File: config.mk
export PLATFORM = sky130hd
export DESIGN_NAME = sbox_share_stage
export DESIGN_NICKNAME = d
export VERILOG_FILES = /design/src/rtl/sbox_share_stage_pkg.sv /design/src/rtl/sbox_share_stage_fifo_ctrl.sv /design/src/rtl/sbox_share_stage.sv
export SDC_FILE = /design/constraint.sdc
export NUM_CORES = 1
export LEC_CHECK = 0
export ABC_AREA = 1
export BUFFER_PORTS_ARGS = -buffer_cell sky130_fd_sc_hd__clkbuf_2
export CORE_MARGIN = 2
export CORE_UTILIZATION = 54
export CTS_CLUSTER_DIAMETER = 80
export DETAILED_ROUTE_END_ITERATION = 10
export GPL_TIMING_DRIVEN = 0
export MAX_ROUTING_LAYER = met4
export PLACE_DENSITY = 0.77
export SLEW_MARGIN = 20
export SYNTH_ARGS = -nofsm -noshare
export SYNTH_HDL_FRONTEND = slang
export SYNTH_SLANG_ARGS = --single-unit
File: constraint.sdc
create_clock -name clk -period 1.78 [get_ports clk]
set_input_delay 0 -clock clk [delete_from_list [all_inputs] [get_ports clk]]
set_output_delay 0 -clock clk [all_outputs]
set_load 0.1 [all_outputs]
File: src/rtl/sbox_share_stage_pkg.sv
// sbox_share_stage_pkg: shared constants and types for the masked S-box share stage
package sbox_share_stage_pkg;
    localparam int NIBBLE_W = 4;
    localparam int SHARES = 2;
    typedef logic [NIBBLE_W-1:0] share_nibble_t;
endpackage

File: src/rtl/sbox_share_stage_fifo_ctrl.sv
// share_fifo_ctrl: pointer/level bookkeeping for the share FIFO; never touches share data
//   clk, rst_n          clock, async active-low reset
//   in_valid, out_ready handshake requests from producer/consumer
//   cap, pop            qualified capture / pop strobes for this cycle
//   wptr, rptr          write / read pointers (wrap modulo DEPTH)
//   level               occupied entries
//   in_ready, out_valid registered status derived from next level
module share_fifo_ctrl #(
    parameter int DEPTH = 2
) (
    input  logic                       clk,
    input  logic                       rst_n,
    input  logic                       in_valid,
    input  logic                       out_ready,
    output logic                       cap,
    output logic                       pop,
    output logic [$clog2(DEPTH)-1:0]   wptr,
    output logic [$clog2(DEPTH)-1:0]   rptr,
    output logic [$clog2(DEPTH):0]     level,
    output logic                       in_ready,
    output logic                       out_valid
);
    localparam int PW = $clog2(DEPTH);
    localparam int LW = PW + 1;
    logic [LW-1:0] level_nxt;
    always_comb begin
        cap = in_valid & in_ready;
        pop = out_valid & out_ready;
        level_nxt = level + LW'(cap) - LW'(pop);
    end
    // status flags are registered from the next level so they depend on state only
    always_ff @(posedge clk or negedge rst_n) begin
        if (!rst_n) begin
            wptr <= '0;
            rptr <= '0;
            level <= '0;
            in_ready <= 1'b0;
            out_valid <= 1'b0;
        end else begin
            wptr <= wptr + PW'(cap);
            rptr <= rptr + PW'(pop);
            level <= level_nxt;
            in_ready <= level_nxt < LW'(DEPTH);
            out_valid <= level_nxt != '0;
        end
    end
endmodule

File: src/rtl/sbox_share_stage.sv
// sbox_share_stage: masked two-share nibble FIFO with optional fresh-mask refresh on capture
//   clk, rst_n              clock, async active-low reset
//   in_valid/in_ready       capture handshake for share pair in0/in1
//   r                       fresh mask applied to both shares on capture (REFRESH=1)
//   rnd_req                 pulse the cycle after each capture
//   out_valid/out_ready     pop handshake for head pair out0/out1
//   level                   occupied entries
module sbox_share_stage
    import sbox_share_stage_pkg::*;
#(
    parameter int DEPTH = 2,
    parameter bit REFRESH = 1'b1
) (
    input  logic                   clk,
    input  logic                   rst_n,
    input  logic                   in_valid,
    input  logic [NIBBLE_W-1:0]    in0,
    input  logic [NIBBLE_W-1:0]    in1,
    output logic                   in_ready,
    input  logic [NIBBLE_W-1:0]    r,
    output logic                   rnd_req,
    output logic                   out_valid,
    input  logic                   out_ready,
    output logic [NIBBLE_W-1:0]    out0,
    output logic [NIBBLE_W-1:0]    out1,
    output logic [$clog2(DEPTH):0] level
);
    localparam int PW = $clog2(DEPTH);
    localparam int LW = PW + 1;
    logic cap, pop, load_mem, load_in;
    logic [PW-1:0] wptr, rptr, rptr_nxt;
    share_nibble_t mem0 [DEPTH];
    share_nibble_t mem1 [DEPTH];
    share_nibble_t d0, d1;
    share_fifo_ctrl #(.DEPTH(DEPTH)) ctrl (
        .clk(clk),
        .rst_n(rst_n),
        .in_valid(in_valid),
        .out_ready(out_ready),
        .cap(cap),
        .pop(pop),
        .wptr(wptr),
        .rptr(rptr),
        .level(level),
        .in_ready(in_ready),
        .out_valid(out_valid)
    );
    // each share is masked independently; share 0 and share 1 never meet in logic
    always_comb begin
        d0 = REFRESH ? in0 ^ r : in0;
        d1 = REFRESH ? in1 ^ r : in1;
        rptr_nxt = rptr + PW'(1);
        load_mem = pop && level > LW'(1);
        // new capture becomes head when the stage is, or is about to become, otherwise empty
        load_in = cap && (level == '0 || (pop && level == LW'(1)));
    end
    always_ff @(posedge clk or negedge rst_n) begin
        if (!rst_n) begin
            for (int i = 0; i < DEPTH; i++) mem0[i] <= '0;
        end else if (cap) begin
            mem0[wptr] <= d0;
        end
    end
    always_ff @(posedge clk or negedge rst_n) begin
        if (!rst_n) begin
            for (int i = 0; i < DEPTH; i++) mem1[i] <= '0;
        end else if (cap) begin
            mem1[wptr] <= d1;
        end
    end
    // head registers hold their value when empty to avoid unmasked transitions
    always_ff @(posedge clk or negedge rst_n) begin
        if (!rst_n) begin
            out0 <= '0;
        end else if (load_mem) begin
            out0 <= mem0[rptr_nxt];
        end else if (load_in) begin
            out0 <= d0;
        end
    end
    always_ff @(posedge clk or negedge rst_n) begin
        if (!rst_n) begin
            out1 <= '0;
        end else if (load_mem) begin
            out1 <= mem1[rptr_nxt];
        end else if (load_in) begin
            out1 <= d1;
        end
    end
    always_ff @(posedge clk or negedge rst_n) begin
        if (!rst_n) begin
            rnd_req <= 1'b0;
        end else begin
            rnd_req <= cap;
        end
    end
endmodule
Yosys cells after proc, flatten, opt, wreduce, memory -nomap -nowiden --
Cells that the tools add are included.
Cells by class: add/subtract/negate cells 5, magnitude comparators 5, eq/ne operators 1, mux-type cells 14, bitwise operators 6, reductions and logical operators 8
Operator list (count):
- $mux 4 | 11
- $bwmux 8 | 2
- $xor 4x4->4 | 2
- $demux 4 s1 | 1
- $ge 2x2->1 const B | 2
- $logic_and 1x1->1 | 4
- $not 1->2 | 2
- $reduce_bool 2->1 | 2
- $add 1x1->1 | 2
- $add 2x1->2 | 1
- $and 1x1->1 | 2
- $eq 2x1->1 const B | 1
- $gt 2x1->1 const B | 1
- $logic_not 2->1 | 1
- $lt 2x1->1 const B | 1
- $lt 2x2->1 const B | 1
- $sub 2x1->2 | 1
- $add 1x1->1 const B | 1
- $logic_or 1x1->1 | 1
Storage, ports and cells: register bits after elaboration 31, input port bits 16, word-level logic and storage cells 51

Depth between registers and ports, before layout --
depth after elaboration 6, depth in mapped cells 9, mapped depth without buffers 9

Cells and area by module --
A second synthesis with hierarchy kept.
Second synthesis, totals: cells, all modules 205, area, all modules 1556.5 µm²
By module, submodules not included:
- sbox_share_stage | times used 1, cells each 178, area each 1290.0 µm², sequential area each 625.6 µm²
- share_fifo_ctrl | times used 1, cells each 27, area each 266.5 µm², sequential area each 150.1 µm²

Worst setup path after synthesis --
Ideal clock, no wire load.
path kind reg-to-reg, start point register ctrl.out_valid, end point register ctrl.out_valid, library setup time 0.127 ns, arrival 1.987 ns, required time 1.653 ns, path slack -0.334 ns, cell stages (with the launch flop) 7, clock period less this slack 2.114 ns, path through dfrtp_1 nand2_1 inv_1 ha_1 inv_1 ha_1 nand3b_1
Between the ends: longest elaborated chain between the ends 3
RTL lines:
- from (decl) | RTL line sbox_share_stage_fifo_ctrl.sv:21 | output logic out_valid
- from (signal assigned) | RTL line sbox_share_stage_fifo_ctrl.sv:38 | out_valid <= 1'b0;
- from (signal assigned) | RTL line sbox_share_stage_fifo_ctrl.sv:44 | out_valid <= level_nxt != '0;
- $and 1x1->1 | RTL line sbox_share_stage_fifo_ctrl.sv:28 | pop = out_valid & out_ready;
- $sub 2x1->2 | RTL line sbox_share_stage_fifo_ctrl.sv:29 | level_nxt = level + LW'(cap) - LW'(pop);
- named net ctrl.level_nxt[0] | RTL line sbox_share_stage_fifo_ctrl.sv:25 | logic [LW-1:0] level_nxt;
- $reduce_bool 2->1 | RTL line sbox_share_stage_fifo_ctrl.sv:44
The timed path passes the listed nets, and every way through them passes these cells. A chain may end at the register's enable or synchronous reset.

Worst setup path in the final report --
start point register ctrl.in_ready, end point register mem0[2] in the netlist's numbering
Between the ends: longest elaborated chain between the ends 1
RTL lines:
- from (decl) | RTL line sbox_share_stage_fifo_ctrl.sv:20 | output logic in_ready,
- from (signal assigned) | RTL line sbox_share_stage_fifo_ctrl.sv:43 | in_ready <= level_nxt < LW'(DEPTH);
- $and 1x1->1 | RTL line sbox_share_stage_fifo_ctrl.sv:27 | cap = in_valid & in_ready;
- named net cap | RTL line sbox_share_stage.sv:30 | logic cap, pop, load_mem, load_in;
- to (signal, indexed assignment) | RTL line sbox_share_stage.sv:61 | mem0[wptr] <= d0;
- to (decl) | RTL line sbox_share_stage.sv:32 | share_nibble_t mem0 [DEPTH];
The timed path passes the listed nets, and every way through them passes these cells.

==> impl_metrics.env <==
export IMPL_worst_hold_path_num_cells=4
export IMPL_floorplan_die_width_um=57.5
export IMPL_cts_htree_levels=2
export IMPL_tritoncts_clock_tree="yes"
export IMPL_gp_routability_congestion=0.780
export IMPL_worst_ep_arrival_time_ps=1770
export IMPL_per_instance_average_area_after_synthesis_um2=7.48
export IMPL_fp_dieH_um=57.5
export IMPL_cts_root_buf="sky130_fd_sc_hd__clkbuf_4"
export IMPL_overflow_after_grt=0
export IMPL_cap_violations=0
export IMPL_antenna_cells=0
export IMPL_mappedNetlistNets=227
export IMPL_hold_slack_ps=8.09
export IMPL_clk_latency_ps=320
export IMPL_dpl_wire_length_um=2290
export IMPL_floorplan_initialDensity=0.566
export IMPL_critical_path_reg2reg_endpoint="mem0[2]$_DFFE_PN0P_"
export IMPL_port_buf_inserts=28
export IMPL_drive_gt1_frac=0.184
export IMPL_worst_slew_pin_transition_ps=743
export IMPL_grtUsageTotal=0.228
export IMPL_min_period_over_period=0.872
export IMPL_worstRegToRegCells=7
export IMPL_total_wirelength_of_the_detailed_routed_design_um=3110
export IMPL_slew_viol_final=0
export IMPL_summed_area_of_non_filler_cells_in_the_final_layout_um2=1800
export IMPL_drt_first_iter_violations=41
export IMPL_dp_slack_ps=94.8
export IMPL_relSlewSlack=0.505
export IMPL_synth_distinct_cells=17
export IMPL_dieArea_um2=3310
export IMPL_synthesis_yosys_warnings=0
export IMPL_detail_route_wl_per_cell_um=11.3
export IMPL_cts_sink_count=31
export IMPL_seq_area_frac_synth=0.501
export IMPL_grt_first_pass_wirelength_um=5500
export IMPL_placed_cell_area_um2=1730
export IMPL_achievable_frequency_ghz=0.645
export IMPL_cts_max_path_buffers=2
export IMPL_via_count=1361
export IMPL_final_period_minus_worst_setup_slack_ps=1550
export IMPL_final_hold_violation_count=0
export IMPL_design_core_area_um2=2730
export IMPL_floorplan_io_pins=29
export IMPL_critical_path_required_ps=2000
export IMPL_ys_ff_latch=31
export IMPL_crit_type="flop to flop"
export IMPL_holdPathEnd="mem0[5]$_DFFE_PN0P_"
export IMPL_cp_start_kind="flop"
export IMPL_outcome="finished clean"
export IMPL_grt_setup_unrepaired="false"
export IMPL_grt_pass1_vias=1287
export IMPL_r2r_setup_slack_ps=230
export IMPL_setup_violations=0
export IMPL_hp_class="input port to flop"
export IMPL_layout_nets=264
export IMPL_synthToLayoutAreaGrowth_pct=16.2
export IMPL_fin_worst_skew_ps=9.23
export IMPL_cts_buffers=5
export IMPL_clock_transition_at_path_regs_ps=90
export IMPL_setup_slack_ps=228
export IMPL_post_route_drc_count=0
export IMPL_drt_vias_per_instance=4.95
export IMPL_post_drt_antenna_nets=0
export IMPL_kind_of_end_point_of_the_critical_path="flop"
export IMPL_antenna_found_initial=0
export IMPL_worstPathMaxFanout=10
export IMPL_synth_cell_area_um2=1550
export IMPL_worst_r2r_startpoint="ctrl.in_ready$_DFF_PN0_"
export IMPL_netlist_instances=207
export IMPL_detailed_routing_iteration_count_for_the_pre_antenna_repair_pass=4
export IMPL_timing_hold_worst_start="in0[1]"
export IMPL_fin_util=0.658
export IMPL_grt_max_degree=32
export IMPL_core_rowCount=19
==> logic make-up (layout without fill, tap and decap cells) <==
family	after synthesis	in the layout	share of synthesized area
XOR/XNOR	3	3	0.0170
AND/OR/NAND/NOR	124	124	0.322
flip-flops	31	31	0.501
AO/OA/AOI/OAI	17	17	0.0574
adder cells (fa/ha/maj)	4	4	0.0323
buffers and inverters	28	65	0.0703
==> flip-flops by register name, indices dropped and copies added, names as in the netlist <==
| name | count |
|---|---|
| ctrl.in_ready | 1 |
| mem1 | 8 |
| out1 | 4 |
| rnd_req | 1 |
| ctrl.out_valid | 1 |
| ctrl.wptr | 1 |
| ctrl.rptr | 1 |
| ctrl.level | 2 |
| out0 | 4 |
| mem0 | 8 |
==> cells in the mapped netlist (all sizes together) <==
master / count / area [µm²]
ha: 4 / 50.1
clkbuf: 2 / 7.51
nand3b: 1 / 7.51
dfrtp: 31 / 776
nor2: 4 / 30.0
clkinv: 1 / 3.75
buf: 1 / 7.51
nand2: 110 / 415
xnor2: 1 / 8.76
o21ai: 17 / 88.8
inv: 24 / 90.1
nand3: 9 / 45.0
xor2: 2 / 17.5
==> worst max-delay path: stages, from the launching register on <==
cell and delay (ps):
sky130_fd_sc_hd__dfrtp_2 410, sky130_fd_sc_hd__nand2_1 100, sky130_fd_sc_hd__inv_1 100, sky130_fd_sc_hd__ha_1 210, sky130_fd_sc_hd__inv_1 180, sky130_fd_sc_hd__clkbuf_2 280
sky130_fd_sc_hd__nand2_1 70, sky130_fd_sc_hd__o21ai_0 100
==> metrics by stage <==
step                cells  TNS (ps)
detailed placement    266         0
global route          275         0
global placement      266         0
finish                275         0
floorplan             207     -7.08
CTS                   275         0
==> layout by cell type, fill, tap and decap left out <==
cell type                       count
sky130_fd_sc_hd__dfrtp_1           28
sky130_fd_sc_hd__dfrtp_2            3
sky130_fd_sc_hd__nor2_1             2
sky130_fd_sc_hd__clkinv_1           1
sky130_fd_sc_hd__xor2_1             2
sky130_fd_sc_hd__ha_1               4
sky130_fd_sc_hd__o21ai_2            1
sky130_fd_sc_hd__buf_4              1
sky130_fd_sc_hd__inv_2              2
sky130_fd_sc_hd__inv_1             22
sky130_fd_sc_hd__xnor2_1            1
sky130_fd_sc_hd__clkbuf_4           5
sky130_fd_sc_hd__nand2_2            1
sky130_fd_sc_hd__nand2_1          109
sky130_fd_sc_hd__nor2_4             2
sky130_fd_sc_hd__nand3_1            9
sky130_fd_sc_hd__clkbuf_2          30
sky130_fd_sc_hd__o21ai_0           16
sky130_fd_sc_hd__dlygate4sd3_1      2
sky130_fd_sc_hd__nand3b_1           1
sky130_fd_sc_hd__clkbuf_1           2
==> cell type report <==
type | instances | area [µm²]
buffer | 3 | 17.5
tap | 31 | 38.8
fill | 233 | 936
clock buffer | 7 | 45.0
multi-input combinational | 148 | 663
sequential | 31 | 779
inverter | 25 | 93.8
timing repair buffer | 30 | 160
==> timing repair <==
action                                  CTS  global route
endpoints found under the setup margin    0            15
gates resized for setup                   0             4
hold endpoints to repair                 32             0
hold buffers                              2             0
buffers inserted                          0             0
==> how the worst max path moves through the flow <==
stage	start	endpoint	slack (ps)	depth (start not counted)
2_1_floorplan	ctrl.out_valid$_DFF_PN0_	ctrl.out_valid$_DFF_PN0_	-7	6
3_3_place_gp	ctrl.in_ready$_DFF_PN0_	mem0[1]$_DFFE_PN0P_	120	6
3_5_place_dp	ctrl.in_ready$_DFF_PN0_	mem0[2]$_DFFE_PN0P_	90	7
4_1_cts	ctrl.in_ready$_DFF_PN0_	mem0[2]$_DFFE_PN0P_	50	7
5_1_grt	ctrl.in_ready$_DFF_PN0_	mem0[2]$_DFFE_PN0P_	40	7
6_report	ctrl.in_ready$_DFF_PN0_	mem0[2]$_DFFE_PN0P_	230	7
==> per-layer routing <==
layer	wire length, µm	vias to the layer above	track usage
met2	1590	35	0.375
met4	36	0	0.0598
met3	164	5	0.0612
li1	-	704	-
met1	1320	617	0.277
met5	0	-	-
Power is not shown: default switching activity piles up to over one toggle a cycle in this logic, so the estimate is an artifact.
